$ cat config.mk
export PLATFORM = sky130hd
export DESIGN_NAME = fetch_prefetch
export DESIGN_NICKNAME = d
export VERILOG_FILES = /design/src/rtl/fetch_prefetch.sv
export SDC_FILE = /design/constraint.sdc
export NUM_CORES = 1
export LEC_CHECK = 0
export ABC_AREA = 1
export CAP_MARGIN = 0
export CORE_AREA = 3 3 145 147
export DETAILED_ROUTE_END_ITERATION = 8
export DIE_AREA = 0 0 148 150
export PLACE_DENSITY = 0.68
export SLEW_MARGIN = 20
export SYNTH_ARGS = -nofsm -noshare
export SYNTH_HDL_FRONTEND = slang
export SYNTH_SLANG_ARGS = --single-unit
$ cat constraint.sdc
create_clock -name clk -period 2.8 [get_ports clk]
set_input_delay 0.42 -clock clk [delete_from_list [all_inputs] [get_ports clk]]
set_output_delay 0.42 -clock clk [all_outputs]
set_load 0.01 [all_outputs]
$ cat src/rtl/fetch_prefetch.sv
`default_nettype none
// +----------------------------------------------------------------------------+
// | Module     : fetch_prefetch                                                |
// | Description: Instruction fetch stage with a DEPTH-entry prefetch FIFO and  |
// |              up to MAX_OUTSTANDING pipelined Wishbone reads in flight.     |
// |              Sequential word reads are issued ahead of consumption. Every  |
// |              request is issued only when a FIFO slot is guaranteed for its |
// |              ack. A pc_flush redirects fetch and discards stale data,      |
// |              including acks that are still in flight.                      |
// | Config     : FETCH_PC_EN - when defined, adds the o_pc port. Each FIFO     |
// |              entry then also stores the address of the request that        |
// |              returned the word.                                            |
// | Ports      : clk, rst (async, active-high)                                 |
// |              Bus  : o_stb, i_stall, i_ack, o_adr, o_sel, o_we, i_dat_r,    |
// |                     o_dat_w                                                |
// |              Pipe : i_ready, o_valid, o_instr, o_pc (FETCH_PC_EN only)     |
// |              Ctrl : i_pc_flush, i_pc_new                                   |
// | Revision   : 1.0 - initial release                                         |
// +----------------------------------------------------------------------------+
module fetch_prefetch #(
  parameter int unsigned DEPTH           = 4,
  parameter int unsigned MAX_OUTSTANDING = 2,
  parameter logic [31:0] RESET_PC        = 32'h0
) (
  input  logic        clk,
  input  logic        rst,
  // pipelined Wishbone instruction master
  output logic        o_stb,
  input  logic        i_stall,
  input  logic        i_ack,
  output logic [31:0] o_adr,
  output logic [3:0]  o_sel,
  output logic        o_we,
  input  logic [31:0] i_dat_r,
  output logic [31:0] o_dat_w,
  // decode-side valid/ready pipe
  input  logic        i_ready,
  output logic        o_valid,
  output logic [31:0] o_instr,
`ifdef FETCH_PC_EN
  output logic [31:0] o_pc,
`endif
  // redirect
  input  logic        i_pc_flush,
  input  logic [31:0] i_pc_new
);

  localparam int unsigned c_OUT_W = $clog2(MAX_OUTSTANDING + 1);
  localparam int unsigned c_PTR_W = $clog2(DEPTH);
  localparam int unsigned c_CNT_W = $clog2(DEPTH + 1);
`ifdef FETCH_PC_EN
  localparam int unsigned c_ENTRY_W = 64;
`else
  localparam int unsigned c_ENTRY_W = 32;
`endif

  // --------------------------------------------------------------------------
  // State
  // --------------------------------------------------------------------------
  logic [31:0]          r_fetch_pc;
  logic [c_OUT_W-1:0]   r_outstanding;
  logic [c_OUT_W-1:0]   r_discard;
  logic [c_PTR_W-1:0]   r_wptr;
  logic [c_PTR_W-1:0]   r_rptr;
  logic [c_CNT_W-1:0]   r_count;
  logic [c_ENTRY_W-1:0] r_mem [DEPTH];

  // --------------------------------------------------------------------------
  // Combinational control
  // --------------------------------------------------------------------------
  logic [31:0]          w_out_ext;
  logic [31:0]          w_count_ext;
  logic                 w_slot_ok;
  logic                 w_credit_ok;
  logic                 w_stb;
  logic                 w_accept;
  logic                 w_ack_ok;
  logic                 w_drop;
  logic                 w_push;
  logic                 w_pop;
  logic                 w_valid;
  logic [c_ENTRY_W-1:0] w_entry;
  logic [c_ENTRY_W-1:0] w_head;
  logic [c_OUT_W-1:0]   w_out_after_ack;
  logic [1:0]           w_unused_pc_lsb;

  assign w_out_ext   = 32'(r_outstanding);
  assign w_count_ext = 32'(r_count);

  // Credit: words already buffered plus words still on the bus must fit the
  // FIFO, so every ack is guaranteed a slot and the FIFO cannot overflow.
  assign w_slot_ok   = w_out_ext < MAX_OUTSTANDING;
  assign w_credit_ok = (w_count_ext + w_out_ext) < DEPTH;

  // rst is folded in so the strobe drops the instant reset is asserted,
  // rather than reflecting the freshly cleared (and credit-rich) counters.
  assign w_stb    = !rst && !i_pc_flush && w_slot_ok && w_credit_ok;
  assign w_accept = w_stb && !i_stall;

  // An ack with nothing outstanding is a protocol error; ignore it entirely.
  assign w_ack_ok = i_ack && (r_outstanding != '0);
  assign w_drop   = w_ack_ok && (r_discard != '0);
  assign w_push   = w_ack_ok && !w_drop && !i_pc_flush;
  assign w_valid  = r_count != '0;
  assign w_pop    = w_valid && i_ready && !i_pc_flush;

  assign w_out_after_ack = r_outstanding - c_OUT_W'(w_ack_ok);

  // Target alignment bits are forced to zero on redirect.
  assign w_unused_pc_lsb = i_pc_new[1:0];

`ifdef FETCH_PC_EN
  // Requests between discards are strictly sequential, so the oldest live
  // request sits r_outstanding words behind the next fetch address. A pushed
  // ack always has r_discard == 0, so every outstanding request is live.
  logic [31:0] w_ack_adr;
  assign w_ack_adr = r_fetch_pc - (w_out_ext << 2);
  assign w_entry   = {w_ack_adr, i_dat_r};
`else
  assign w_entry   = i_dat_r;
`endif

  assign w_head = r_mem[r_rptr];

  // --------------------------------------------------------------------------
  // Fetch address and bus bookkeeping
  // --------------------------------------------------------------------------
  always_ff @(posedge clk or posedge rst) begin
    if (rst) begin
      r_fetch_pc    <= RESET_PC;
      r_outstanding <= '0;
      r_discard     <= '0;
    end else if (i_pc_flush) begin
      // stb is low during a flush, so only an ack can change the count.
      // Everything still in flight after this cycle's ack is stale.
      r_fetch_pc    <= {i_pc_new[31:2], 2'b00};
      r_outstanding <= w_out_after_ack;
      r_discard     <= w_out_after_ack;
    end else begin
      if (w_accept) begin
        r_fetch_pc <= r_fetch_pc + 32'd4;
      end
      r_outstanding <= r_outstanding + c_OUT_W'(w_accept) - c_OUT_W'(w_ack_ok);
      if (w_drop) begin
        r_discard <= r_discard - c_OUT_W'(1);
      end
    end
  end

  // --------------------------------------------------------------------------
  // Prefetch FIFO pointers
  // --------------------------------------------------------------------------
  always_ff @(posedge clk or posedge rst) begin
    if (rst) begin
      r_wptr  <= '0;
      r_rptr  <= '0;
      r_count <= '0;
    end else if (i_pc_flush) begin
      r_wptr  <= '0;
      r_rptr  <= '0;
      r_count <= '0;
    end else begin
      if (w_push) begin
        r_wptr <= r_wptr + c_PTR_W'(1);
      end
      if (w_pop) begin
        r_rptr <= r_rptr + c_PTR_W'(1);
      end
      r_count <= r_count + c_CNT_W'(w_push) - c_CNT_W'(w_pop);
    end
  end

  // Storage needs no reset: entries are only observed while r_count says so.
  always_ff @(posedge clk) begin
    if (w_push) begin
      r_mem[r_wptr] <= w_entry;
    end
  end

  // --------------------------------------------------------------------------
  // Outputs
  // --------------------------------------------------------------------------
  assign o_stb   = w_stb;
  assign o_adr   = r_fetch_pc;
  assign o_sel   = 4'b1111;
  assign o_we    = 1'b0;
  assign o_dat_w = 32'h0;
  assign o_valid = w_valid;
  assign o_instr = w_head[31:0];
`ifdef FETCH_PC_EN
  assign o_pc    = w_head[63:32];
`endif

  // --------------------------------------------------------------------------
  // Protocol checks
  // --------------------------------------------------------------------------
  a_ack_has_request: assert property (
    @(posedge clk) disable iff (rst) !(i_ack && (r_outstanding == '0))
  );

  a_fifo_no_overflow: assert property (
    @(posedge clk) disable iff (rst) !(w_push && !w_pop && (w_count_ext == DEPTH))
  );

endmodule
`default_nettype wire
Yosys cells after proc, flatten, opt, wreduce, memory -nomap -nowiden
Memories as Yosys holds them, arrays and structs flattened.
Cells that the tools add are included.
Cells by class
  $add $sub $neg: 10
  order comparisons: 2
  mux-type cells: 12
  reduce and logical (&&, ||, !) cells: 21
Operators by type and width (count)
  32-bit 2-to-1 mux: 2
  32-bit by 3-bit adder with 32-bit output, second input constant: 1
  2-bit 2-to-1 mux: 7
  2-bit nonzero test: 6
  1-bit logical AND: 10
  2-bit by 1-bit adder with 2-bit output, second input constant: 2
  3-bit by 2-bit adder with 4-bit output: 1
  1-bit logical NOT: 4
  4-bit by 3-bit less-than comparator with 1-bit output, second input constant: 1
  2-bit by 1-bit subtractor with 2-bit output: 2
  3-bit by 1-bit adder with 3-bit output: 1
  3-bit 2-to-1 mux: 1
  3-bit nonzero test: 1
  3-bit by 1-bit subtractor with 3-bit output: 1
  2-bit by 1-bit adder with 2-bit output: 1
  2-bit less-than comparator, second input constant: 1
  1-bit 2-to-1 mux: 2
  2-bit by 1-bit subtractor with 2-bit output, second input constant: 1
Word-level totals
  flip-flop bits (word level): 43
  bits in writable memories: 128
  input port bits: 70
  memories: 1
Memories
  r_mem: depth 4, bits a word 32, read ports 1, clocked after Yosys merged registers in 0, wr ports 1, line 66  | logic [c_ENTRY_W-1:0] r_mem [DEPTH];

Depth between registers and ports, before layout
Gate-level depths: netlist of run 1.
  depth in word-level cells: 9
  depth in mapped cells: 11
  mapped depth without buffers: 11

Worst setup path after synthesis of run 1
OpenSTA, ideal clock, no wires.
  kind: input port to flip-flop
  start point: input port rst
  end point: register r_outstanding[1]
  library setup time: 87 ps
  arrival: 2565 ps
  data required time: 2713 ps
  setup slack: 148 ps
  stages on the path: 10
  path buffers: 0
  cell sequence: inv_1 nand3_4 nor2_4 nand2_4 ha_1 inv_1 ha_1 xnor2_1 nand3_1 o211ai_1
Between the ends
  longest elaborated chain between the ends: 8
Ends and longest elaborated chain
  from (decl): line 26  | input logic rst,
  1-bit logical NOT (no source line)
  1-bit logical AND (3 in a row): line 97  | assign w_stb = !rst && !i_pc_flush && w_slot_ok && w_credit_ok;
  via o_stb: line 28  | output logic o_stb,
  1-bit logical AND: line 98  | assign w_accept = w_stb && !i_stall;
  2-bit by 1-bit adder with 2-bit output: line 143  | r_outstanding <= r_outstanding + c_OUT_W'(w_accept) - c_OUT_W'(w_ack_ok);
  2-bit by 1-bit subtractor with 2-bit output: line 143
  2-bit 2-to-1 mux: line 133  | end else if (i_pc_flush) begin
  to (signal assigned): line 137  | r_outstanding <= w_out_after_ack;
  to (signal assigned): line 143
  to (decl): line 61  | logic [c_OUT_W-1:0] r_outstanding;
The timed path passes the listed nets, and every way through them passes these cells.
A chain may end at the register's enable or synchronous reset.

Worst setup path after layout of run 1
  start point: register r_rptr[0]
  end point: output port o_instr[31]
Between the ends
  longest elaborated chain between the ends: 1
Ends and longest elaborated chain
  from (decl): line 64  | logic [c_PTR_W-1:0] r_rptr;
  from (signal assigned): line 167  | r_rptr <= r_rptr + c_PTR_W'(1);
  memory 4 x 32 bit
  to (decl): line 39  | output logic [31:0] o_instr,
Every way passes these cells.

==> summary.txt, run 1 <==
Post-synthesis register bit count: 169
Ports: 173
CP required: 2.38 ns
Pins over their slew limit: 0
First-pass GRT wire length: 28340 um
Fin crit share: 92.49%
# fillers: 1832
Routed WL: 17640 um
Hpwl dp: 11660 um
Max Root-Sink Buffers: 2
DRT iter0 DRCs: 400
Unrepaired setup endpoints after global routing: false
Clock Pin Slew Worst Setup and Hold Paths: 0.07 ns
Later-pin clock latency in the skew report: 0.42 ns
Total gr overflow: 0
Max stage delay on crit path: 0.58 ns
Starting Density: 39.40%
Maximum VDD drop: 0.0003937 V
GRT Util Overall: 16.17%
Most frequent cells in the layout: 154 x nand2_1, 131 x clkdlybuf4s50_1, 128 x edfxtp_1
Layout cells sized above 1: 7.519%
CTS tree: built
Hold_ws: 0.5227 ns
Setup TNS: 0 ns
Largest delay share family, worst path: buffers and inverters
Die Ht: 150 um
Initial antenna violation count: 0
Status: finished clean
Gp weighted congestion: 0.8565
Commonest non-fill, non-tap cell in the layout: nand2_1
Final setup violation count: 0
Post-CTS Hold Fix Bufs: 0
Gate Count Post-Synth: 784
Die Width: 148 um
Seq/Total Area, Yosys: 61.67%
I/O Buffers: 131
Type of the worst min-delay path: in2async
Pre-Repair DR Iteration Count: 4
Setup bufs post-CTS: 0
Max-cap viol count: 0
Worst clock skew: 0.008397 ns
Critical path fanouts, max: 27
Total CTS buffers: 17
Routed via count: 5801
Crit path capture type: output pin
Root buffer cell: clkbuf_16
Antenna cells: 0
DR WL/cell: 14.69 um
Syn Std Cell Area: 0.007896 sq mm
Power per cell area: 767.0 mW/mm^2
DRC violation count after routing: 0
Buf/Inv on CP: 3
Normalized max-slew margin: 63.22%
Crit-path slowest cell: clkdlybuf4s50_1
Fin crit period: 2.590 ns
# nets final: 1001
CP Cell Sequence: inv_2, buf_12, o21ai_0, o22ai_1, clkdlybuf4s50_1
Fmax: 386.1 MHz
Area grow syn2layout: 27.89%
Antenna Nets Post-Route: 0
Resize count post-CTS: 0
Core area: 0.02004 sq mm
Average size of a mapped cell: 10.07 sq um
Die area: 0.02220 sq mm
Num rows: 52
Largest net degree at the start of global routing: 46
Critical path arrival: 2.17 ns
Via density: 4.830
Element type at the critical path start: flop
Final hold viol count: 0
Leakage power: 3.863 nW
H-tree depth: 4
Worst-Margin Slew: 0.5517 ns
Yosys warns: 0
Vias in the first global route: 5631
CP Class: reg2out
Sink Count: 169
Distinct cells, synth: 30
[flip-flops by register name (all words and copies together), names as in the netlist]
signal,count
r_discard,2
r_mem,128
r_rptr,2
r_count,3
o_adr,30
r_wptr,2
r_outstanding,2
[metrics by stage]
| step | power, mW | utilization, % | setup WS [ns] | area (sq um) | instances |
|---|---|---|---|---|---|
| after floorplan | 4.337 | - | 0.1485 | 8035 | 821 |
| after CTS | 7.841 | 50.39 | 0.1496 | 10100 | 1201 |
| final | 7.746 | 50.39 | 0.2103 | 10100 | 1201 |
| after global placement | 5.398 | 47.37 | 0.2861 | 9492 | 1169 |
| after detailed placement | 5.436 | 47.37 | 0.2329 | 9492 | 1169 |
| after global routing | 8.192 | 50.39 | 0.05464 | 10100 | 1201 |
[worst paths after layout]
| kind | from | end | slack, ns | cells past startpoint |
|---|---|---|---|---|
| max | r_rptr[0]$_DFFE_PP0P_ | o_instr[31] | 0.21 | 5 |
| min | rst | r_outstanding[1]$_DFF_PP0_ | 0.52 | 3 |
| max reg2reg | r_outstanding[1]$_DFF_PP0_ | r_count[2]$_DFF_PP0_ | 0.68 | 10 |
| min reg2reg | o_adr[31]$_DFFE_PP0P_ | o_adr[31]$_DFFE_PP0P_ | 0.53 | 2 |
| max in group asynchronous | rst | r_rptr[0]$_DFFE_PP0P_ | 1.88 | 3 |
| min in group clk | o_adr[31]$_DFFE_PP0P_ | o_adr[31]$_DFFE_PP0P_ | 0.53 | 2 |
[worst reg2reg max path, delay by kind of cell, from the launching register on]
kind,cells,cell delay [ns]
fa+ha+maj,3,0.74
buf+inv,3,0.24
flops,1,0.44
simple gates,1,0.12
compound gates,3,0.46
[synthesized netlist by cell type, drive strengths merged]
cell / n / share of area (%)
clkinv: 1 / 0.11
and2: 3 / 0.24
o21ai: 81 / 5.1
nor3: 1 / 0.063
buf: 48 / 4.5
fa: 1 / 0.25
inv: 47 / 2.3
a21oi: 4 / 0.25
nand2: 156 / 7.6
nand3: 48 / 3.2
clkbuf: 21 / 1.0
o22ai: 32 / 2.5
xnor2: 2 / 0.22
edfxtp: 128 / 49
xor2: 11 / 1.2
conb: 2 / 0.095
o211ai: 8 / 0.76
or2: 2 / 0.16
dfrtp: 41 / 13
nor2: 133 / 6.7
ha: 12 / 1.9
a31oi: 1 / 0.079
nand3b: 1 / 0.095
[kinds of logic (layout without fill, tap and decap cells)]
group	count (synthesis)	in the layout	share of synthesized area, %
flip-flops	169	169	61.67
buffers and inverters	117	227	7.844
other	2	39	0.09511
adder cells (fa/ha/maj)	13	13	2.155
AND/OR/NAND/NOR	344	344	18.03
XOR/XNOR	13	13	1.442
AO/OA/AOI/OAI	126	126	8.763
[metal layers]
metal | up-vias | share of wire (%) | global-route usage [%] | wire length (um)
met3 | 23 | 6.7 | 4.088 | 1175
met5 | - | 0 | 0 | 0
li1 | 2851 | - | - | -
met2 | 200 | 48 | 27.11 | 8448
met4 | 0 | 1.8 | 5.266 | 312
met1 | 2727 | 44 | 20.65 | 7703
[power breakdown]
part           switching, mW  total, mW  internal (mW)
Sequential             0.197       3.11           2.91
Combinational           1.20       2.25           1.05
Clock                   1.04       2.39           1.35
Total                   2.43       7.75           5.31
[cell type report]
type	instances	area, sq um	area share, %
Sequential cell	169	4871	48.23
Multi-Input combinational cell	535	2576	25.51
Timing Repair Buffer	147	1519	15.04
Clock buffer	17	425.4	4.213
Tap cell	270	337.8	3.345
Inverter	48	187.7	1.859
Clock inverter	15	181.4	1.797
No activity file was read; power rests on OpenSTA's default activity.
==> run 2, diff against run 1 <==
--- a/config.mk
+++ b/config.mk
@@ -7,10 +7,13 @@
 export LEC_CHECK = 0
 export ABC_AREA = 1
 export CAP_MARGIN = 0
-export CORE_AREA = 3 3 145 147
+export CELL_PAD_IN_SITES_DETAIL_PLACEMENT = 1
+export CELL_PAD_IN_SITES_GLOBAL_PLACEMENT = 2
+export CORE_AREA = 3 3 135 190
+export CTS_BUF_LIST = sky130_fd_sc_hd__clkbuf_8
 export DETAILED_ROUTE_END_ITERATION = 8
-export DIE_AREA = 0 0 148 150
-export PLACE_DENSITY = 0.68
+export DIE_AREA = 0 0 138 193
+export PLACE_DENSITY = 0.85
 export SLEW_MARGIN = 20
 export SYNTH_ARGS = -nofsm -noshare
 export SYNTH_HDL_FRONTEND = slang
==> run 2 against run 1 <==
  * Setup slack gained 0.0053 ns
  * Clock power down 33%
  * Flip-flop and latch count is the same
  * Clock skew increased by 0.0075 ns
  * Register-to-register slack lost 0.04 ns
==> summary.txt, run 2 (synthesized netlist as in run 1, its figures left out) <==
Status: finished clean (unchanged)
Worst Hold Depth: 3
I/O Buffers: 131 (unchanged)
Combinational Power Share: 32.4% (was 29.0%)
Pins over their slew limit: 0 (unchanged)
Root buffer cell: clkbuf_8 (was clkbuf_16)
Non-Filler Instances: 1242 (was 1201)
R2R Path End: r_outstanding[1]$_DFF_PP0_ (was r_count[2]$_DFF_PP0_)
CTS tree: built (unchanged)
Switching power: 2.344 mW (was 2.431 mW)
Die Ht: 193 um (was 150 um)
Hold endpoint: o_adr[15]$_DFFE_PP0P_
Clock power frac: 22.9% (was 30.9%)
Later-pin clock latency in the skew report: 0.46 ns (was 0.42 ns)
Gp weighted congestion: 0.7689 (was 0.8565)
Critical path fanouts, max: 32 (was 27)
Unrepaired setup endpoints after global routing: false (unchanged)
Worst clock skew: 0.01587 ns (was 0.008397 ns)
Crit path capture type: output pin (unchanged)
Sw frac: 33.57% (was 31.38%)
Max Root-Sink Buffers: 2 (unchanged)
Starting Density: 32.93% (was 39.40%)
Fmax: 386.9 MHz (was 386.1 MHz)
Critical path launch point: r_rptr[1]$_DFFE_PP0P_ (was r_rptr[0]$_DFFE_PP0P_)
WP depth: 4 (was 5)
Power per cell area: 706.2 mW/mm^2 (was 767.0 mW/mm^2)
Total CTS buffers: 17 (unchanged)
Max stage delay on crit path: 0.58 ns (about the same)
Area grow syn2layout: 25.19% (was 27.89%)
GRT Util Overall: 15.67% (was 16.17%)
Int Power: 4.637 mW (was 5.315 mW)
Die Width: 138 um (was 148 um)
Most frequent cells in the layout: 154 x nand2_1, 131 x clkdlybuf4s50_1, 128 x edfxtp_1 (unchanged)
Flop2flop setup slack: 0.64 ns (was 0.68 ns)
Total gr overflow: 0 (unchanged)
Initial antenna violation count: 0 (unchanged)
Worst reg-to-reg path cell count: 11 (was 10)
Crit-path slowest cell: clkdlybuf4s50_1 (unchanged)
Core area: 0.02398 sq mm (was 0.02004 sq mm)
Seq pwr share: 44.6% (was 40.1%)
Fin crit period: 2.584 ns (was 2.590 ns)
Worst-Margin Slew: 0.5826 ns (was 0.5517 ns)
Buf/Inv on CP: 2 (was 3)
Layout cells sized above 1: 7.403% (was 7.519%)
Largest Register: r_mem (unchanged)
Worst hold start: i_pc_new[15]
Commonest non-fill, non-tap cell in the layout: nand2_1 (unchanged)
Leakage power: 3.750 nW (was 3.863 nW)
Via density: 4.717 (was 4.830)
Normalized max-slew margin: 61.16% (was 63.22%)
Fin crit share: 92.30% (was 92.49%)
Setup bufs post-CTS: 0 (unchanged)
Type of the worst min-delay path: in2reg (was in2async)
Antenna cells: 0 (unchanged)
Maximum VDD drop: 0.0003680 V (was 0.0003937 V)
Largest net degree at the start of global routing: 42 (was 46)
DRC violation count after routing: 0 (unchanged)
CP required: 2.38 ns (about the same)
Pre-Repair DR Iteration Count: 4 (unchanged)
# nets final: 1002 (was 1001)
Antenna Nets Post-Route: 0 (unchanged)
Critical path arrival: 2.16 ns (was 2.17 ns)
Max reg flops: 128 (unchanged)
Routed WL: 20750 um (was 17640 um)
Hold_ws: 0.5169 ns (was 0.5227 ns)
H-tree depth: 4 (unchanged)
DR WL/cell: 16.71 um (was 14.69 um)
Hpwl dp: 14320 um (was 11660 um)
Reg-to-reg startpoint: r_outstanding[1]$_DFF_PP0_ (unchanged)
Cells after DPL: 1210 (was 1169)
Clock Pin Slew Worst Setup and Hold Paths: 0.10 ns (was 0.07 ns)
CP Class: reg2out (unchanged)
DRT iter0 DRCs: 350 (was 400)
CP Cell Sequence: buf_4, o21ai_0, o22ai_1, clkdlybuf4s50_1 (was inv_2, buf_12, o21ai_0, o22ai_1, clkdlybuf4s50_1)
Final hold viol count: 0 (unchanged)
Largest delay share family, worst path: buffers and inverters (unchanged)
Num rows: 67 (was 52)
First-pass GRT wire length: 32690 um (was 28340 um)
Element type at the critical path start: flop (unchanged)
Final setup violation count: 0 (unchanged)
Die area: 0.02663 sq mm (was 0.02220 sq mm)
Sink Count: 169 (unchanged)
Setup TNS: 0 ns (unchanged)
Ports: 173 (unchanged)
Max-cap viol count: 0 (unchanged)
Routed via count: 5858 (was 5801)
Vias in the first global route: 6209 (was 5631)
[run 2: changes by cell type in the layout (fill, tap and decap cells not counted), sizes merged]
cell    delta
buf        +1
inv        -3
clkinv     +4
bufinv     -1
[run 2: worst max-delay path by stage]
stage / endpoint
after floorplan: r_outstanding[1]$_DFF_PP0_
after CTS: o_instr[24]
after global placement: r_count[2]$_DFF_PP0_
after global routing: o_instr[24]
final: o_instr[24]
after detailed placement: r_count[2]$_DFF_PP0_
[run 2: layout make-up]
type | count | area, sq um
fillers | 2729 | 14090
well taps | 310 | 387.9
multi-input cells | 535 | 2576
clock buffers | 17 | 234.0
repair buffers | 148 | 1501
clock inverters | 15 | 123.9
inverters | 48 | 191.4
flip-flops and latches | 169 | 4871
[run 2: power groups by stage]
stage | clock network [mW] | logic (mW) | registers, mW
finish | 1.60 | 2.26 | 3.12
global route | 1.77 | 2.52 | 3.15
CTS | 1.68 | 2.31 | 3.12
detailed placement | 0 | 2.30 | 3.17
global placement | 0 | 2.24 | 3.17
floorplan | 0 | 1.19 | 3.15
[run 2: through the flow]
stage	power (mW)	utilization [%]	setup slack [ns]	cell area, sq um
floorplan	4.337	-	0.1485	8035
global placement	5.409	39.72	0.2494	9524
detailed placement	5.476	39.72	0.2333	9524
CTS	7.112	41.22	0.06069	9882
global route	7.439	41.23	0.06987	9886
finish	6.981	41.23	0.2156	9886
[run 2: worst reg2reg max path, stage by stage (launching register included)]
cell      delay, ns
dfrtp_1        0.45
ha_1           0.31
nand3_1        0.08
nand2_1        0.10
nor2_4         0.13
nand2_4        0.12
ha_1           0.30
inv_1          0.04
ha_1           0.18
xnor2_1        0.18
nand3_1        0.09
o211ai_1       0.10
[run 2: routing by layer]
layer	GRT usage, %	vias to the layer above	wire length (um)
li1	-	2847	-
met1	17.36	2848	8434
met2	29.59	140	11050
met3	3.553	23	835
met4	5.399	0	433
met5	0	-	0
[run 2: what timing repair did]
action                     CTS  global route
setup endpoints to repair    0             4
resized for setup            0             1
hold buffers                 0             0
==> run 3, diff against run 2 <==
--- a/config.mk
+++ b/config.mk
@@ -13,6 +13,7 @@
 export CTS_BUF_LIST = sky130_fd_sc_hd__clkbuf_8
 export DETAILED_ROUTE_END_ITERATION = 8
 export DIE_AREA = 0 0 138 193
+export GPL_TIMING_DRIVEN = 0
 export PLACE_DENSITY = 0.85
 export SLEW_MARGIN = 20
 export SYNTH_ARGS = -nofsm -noshare
==> run 3 against run 2 <==
  * Power rose by 4.4%
  * Die area unchanged
  * Sequential share of layout area down 2.3 points
  * Global-route usage up 1.1 points
  * Worst hold slack worse by 0.30 ns
  * Clock power rose by 15%
  * Critical endpoint is now o_instr[31]
  * Critical path depth grew 2
  * Register-to-register slack worse by 0.35 ns
  * Largest cell class unchanged
  * Flip-flop and latch count stayed put
  * Clock skew is essentially flat
  * Sequential power about the same
  * Design area up 4.8%
==> summary.txt, run 3 (synthesized netlist as in run 1, its figures left out) <==
Status: finished clean (unchanged)
Die Ht: 193 um (unchanged)
Die Width: 138 um (unchanged)
Flop2flop setup slack: 0.29 ns (was 0.64 ns)
Vias in the first global route: 6400 (was 6209)
Type of the worst min-delay path: in2async (was in2reg)
Maximum VDD drop: 0.0003359 V (was 0.0003680 V)
Final instance area: 0.01036 sq mm (was 0.009886 sq mm)
CP Cell Sequence: buf_2, inv_1, clkbuf_4, nor2_1, o22ai_1, clkdlybuf4s50_1 (was buf_4, o21ai_0, o22ai_1, clkdlybuf4s50_1)
Area grow syn2layout: 31.15% (was 25.19%)
Final core utilization: 43.19% (was 41.23%)
Final setup violation count: 0 (unchanged)
Crit-path slowest cell: clkdlybuf4s50_1 (unchanged)
Reg-to-reg startpoint: r_outstanding[1]$_DFF_PP0_ (unchanged)
Routed WL: 22560 um (was 20750 um)
Leakage power: 4.173 nW (was 3.750 nW)
Worst clock skew: 0.01540 ns (was 0.01587 ns)
Die area: 0.02663 sq mm (unchanged)
Antenna cells: 0 (unchanged)
Setup TNS: 0 ns (unchanged)
Area post-placement: 0.009869 sq mm (was 0.009524 sq mm)
R2R Path End: r_count[2]$_DFF_PP0_ (was r_outstanding[1]$_DFF_PP0_)
Worst reg-to-reg path cell count: 10 (was 11)
I/O Buffers: 130 (was 131)
DRT iter0 DRCs: 284 (was 350)
Hpwl dp: 16300 um (was 14320 um)
CP Class: reg2out (unchanged)
# nets final: 1058 (was 1002)
Multi-input logic area: 0.002576 sq mm (unchanged)
Critical path fanouts, max: 10 (was 32)
Worst-Margin Slew: 0.7159 ns (was 0.5826 ns)
Sink Count: 169 (unchanged)
Max reg flops: 128 (unchanged)
Routed via count: 6162 (was 5858)
CP required: 2.38 ns (about the same)
H-tree depth: 4 (unchanged)
Post-CTS Hold Fix Bufs: 0 (unchanged)
Total gr overflow: 0 (unchanged)
GRT Util Overall: 16.74% (was 15.67%)
Total CTS buffers: 17 (unchanged)
Fmax: 379.8 MHz (was 386.9 MHz)
Max stage delay on crit path: 0.60 ns (was 0.58 ns)
Setup bufs post-CTS: 0 (unchanged)
Root buffer cell: clkbuf_8 (unchanged)
Fin crit share: 94.04% (was 92.30%)
Final hold viol count: 0 (unchanged)
Gp weighted congestion: 0.8037 (was 0.7689)
Max Root-Sink Buffers: 2 (unchanged)
Sequential cell area: 0.004870 sq mm (was 0.004871 sq mm)
# fillers: 2721 (was 2729)
Pre-Repair DR Iteration Count: 4 (unchanged)
Fin crit period: 2.633 ns (was 2.584 ns)
Hold_ws: 0.2194 ns (was 0.5169 ns)
DRC violation count after routing: 0 (unchanged)
Ports: 173 (unchanged)
Antenna Nets Post-Route: 0 (unchanged)
Power per cell area: 703.9 mW/mm^2 (was 706.2 mW/mm^2)
Commonest non-fill, non-tap cell in the layout: nand2_1 (unchanged)
CTS tree: built (unchanged)
Max-cap viol count: 0 (unchanged)
Num rows: 67 (unchanged)
Pins over their slew limit: 0 (unchanged)
Element type at the critical path start: flop (unchanged)
Unrepaired setup endpoints after global routing: false (unchanged)
Largest net degree at the start of global routing: 29 (was 42)
Critical path arrival: 2.21 ns (was 2.16 ns)
First-pass GRT wire length: 34730 um (was 32690 um)
Normalized max-slew margin: 52.16% (was 61.16%)
Crit path capture type: output pin (unchanged)
Starting Density: 32.93% (unchanged)
Largest Register: r_mem (unchanged)
Layout cells sized above 1: 12.15% (was 7.403%)
Core area: 0.02398 sq mm (unchanged)
Clock Pin Slew Worst Setup and Hold Paths: 0.10 ns (about the same)
Via density: 4.747 (was 4.717)
Later-pin clock latency in the skew report: 0.47 ns (was 0.46 ns)
Initial antenna violation count: 0 (unchanged)
Most frequent cells in the layout: 154 x nand2_1, 128 x edfxtp_1, 120 x nor2_1 (was 154 x nand2_1, 131 x clkdlybuf4s50_1, 128 x edfxtp_1)
DR WL/cell: 17.38 um (was 16.71 um)
run 3: worst max path at each step:
stage | slack [ns] | from | depth (start not counted) | end
2_1_floorplan | 0.15 | rst | 10 | r_outstanding[1]$_DFF_PP0_
3_3_place_gp | -1.58 | i_ack | 5 | r_mem[3][5]$_DFFE_PP_
3_5_place_dp | -0.19 | i_ack | 11 | r_count[2]$_DFF_PP0_
4_1_cts | -0.03 | r_rptr[0]$_DFFE_PP0P_ | 7 | o_instr[9]
5_1_grt | 0.03 | r_rptr[0]$_DFFE_PP0P_ | 6 | o_instr[0]
6_report | 0.17 | r_rptr[0]$_DFFE_PP0P_ | 6 | o_instr[31]
run 3: routing by layer:
| layer | global-route usage, % | vias up | routed length, um |
|---|---|---|---|
| li1 | - | 2970 | - |
| met1 | 18.95 | 3013 | 9101 |
| met2 | 31.62 | 154 | 12150 |
| met3 | 3.356 | 25 | 919 |
| met4 | 5.513 | 0 | 384 |
| met5 | 0 | - | 0 |
run 3: final cells by class:
class | count | area share (%)
well taps | 310 | 3.745
clock inverters | 15 | 1.776
repair buffers | 135 | 13.72
plain buffers | 69 | 4.772
inverters | 48 | 1.824
multi-input cells | 535 | 24.88
clock buffers | 17 | 2.259
flip-flops and latches | 169 | 47.02
run 3: critical path: cells and delay by family (launching register included):
family | cells | cell delay, ns
flip-flops | 1 | 0.42
AND/OR/NAND/NOR | 1 | 0.06
buffers and inverters | 4 | 1.12
AO/OA/AOI/OAI | 1 | 0.16
run 3: where the power goes:
part / switching [mW] / internal (mW)
Combinational: 1.30 / 1.02
Clock: 1.01 / 0.835
Sequential: 0.213 / 2.91
Total: 2.52 / 4.77
run 3: metrics by stage:
stage,total power [mW],setup WS [ns],instances
after detailed placement,5.581,-0.1892,1266
final,7.289,0.1668,1298
after global placement,5.496,-1.578,1261
after floorplan,4.337,0.1485,821
after CTS,7.414,-0.03061,1298
after global routing,7.754,0.03104,1298
run 3: repair_timing:
| action | CTS | global route |
|---|---|---|
| hold endpoints to repair | 0 | 0 |
| pin swaps | 0 | 0 |
| endpoints found under the setup margin | 32 | 15 |
| resized for setup | 41 | 18 |
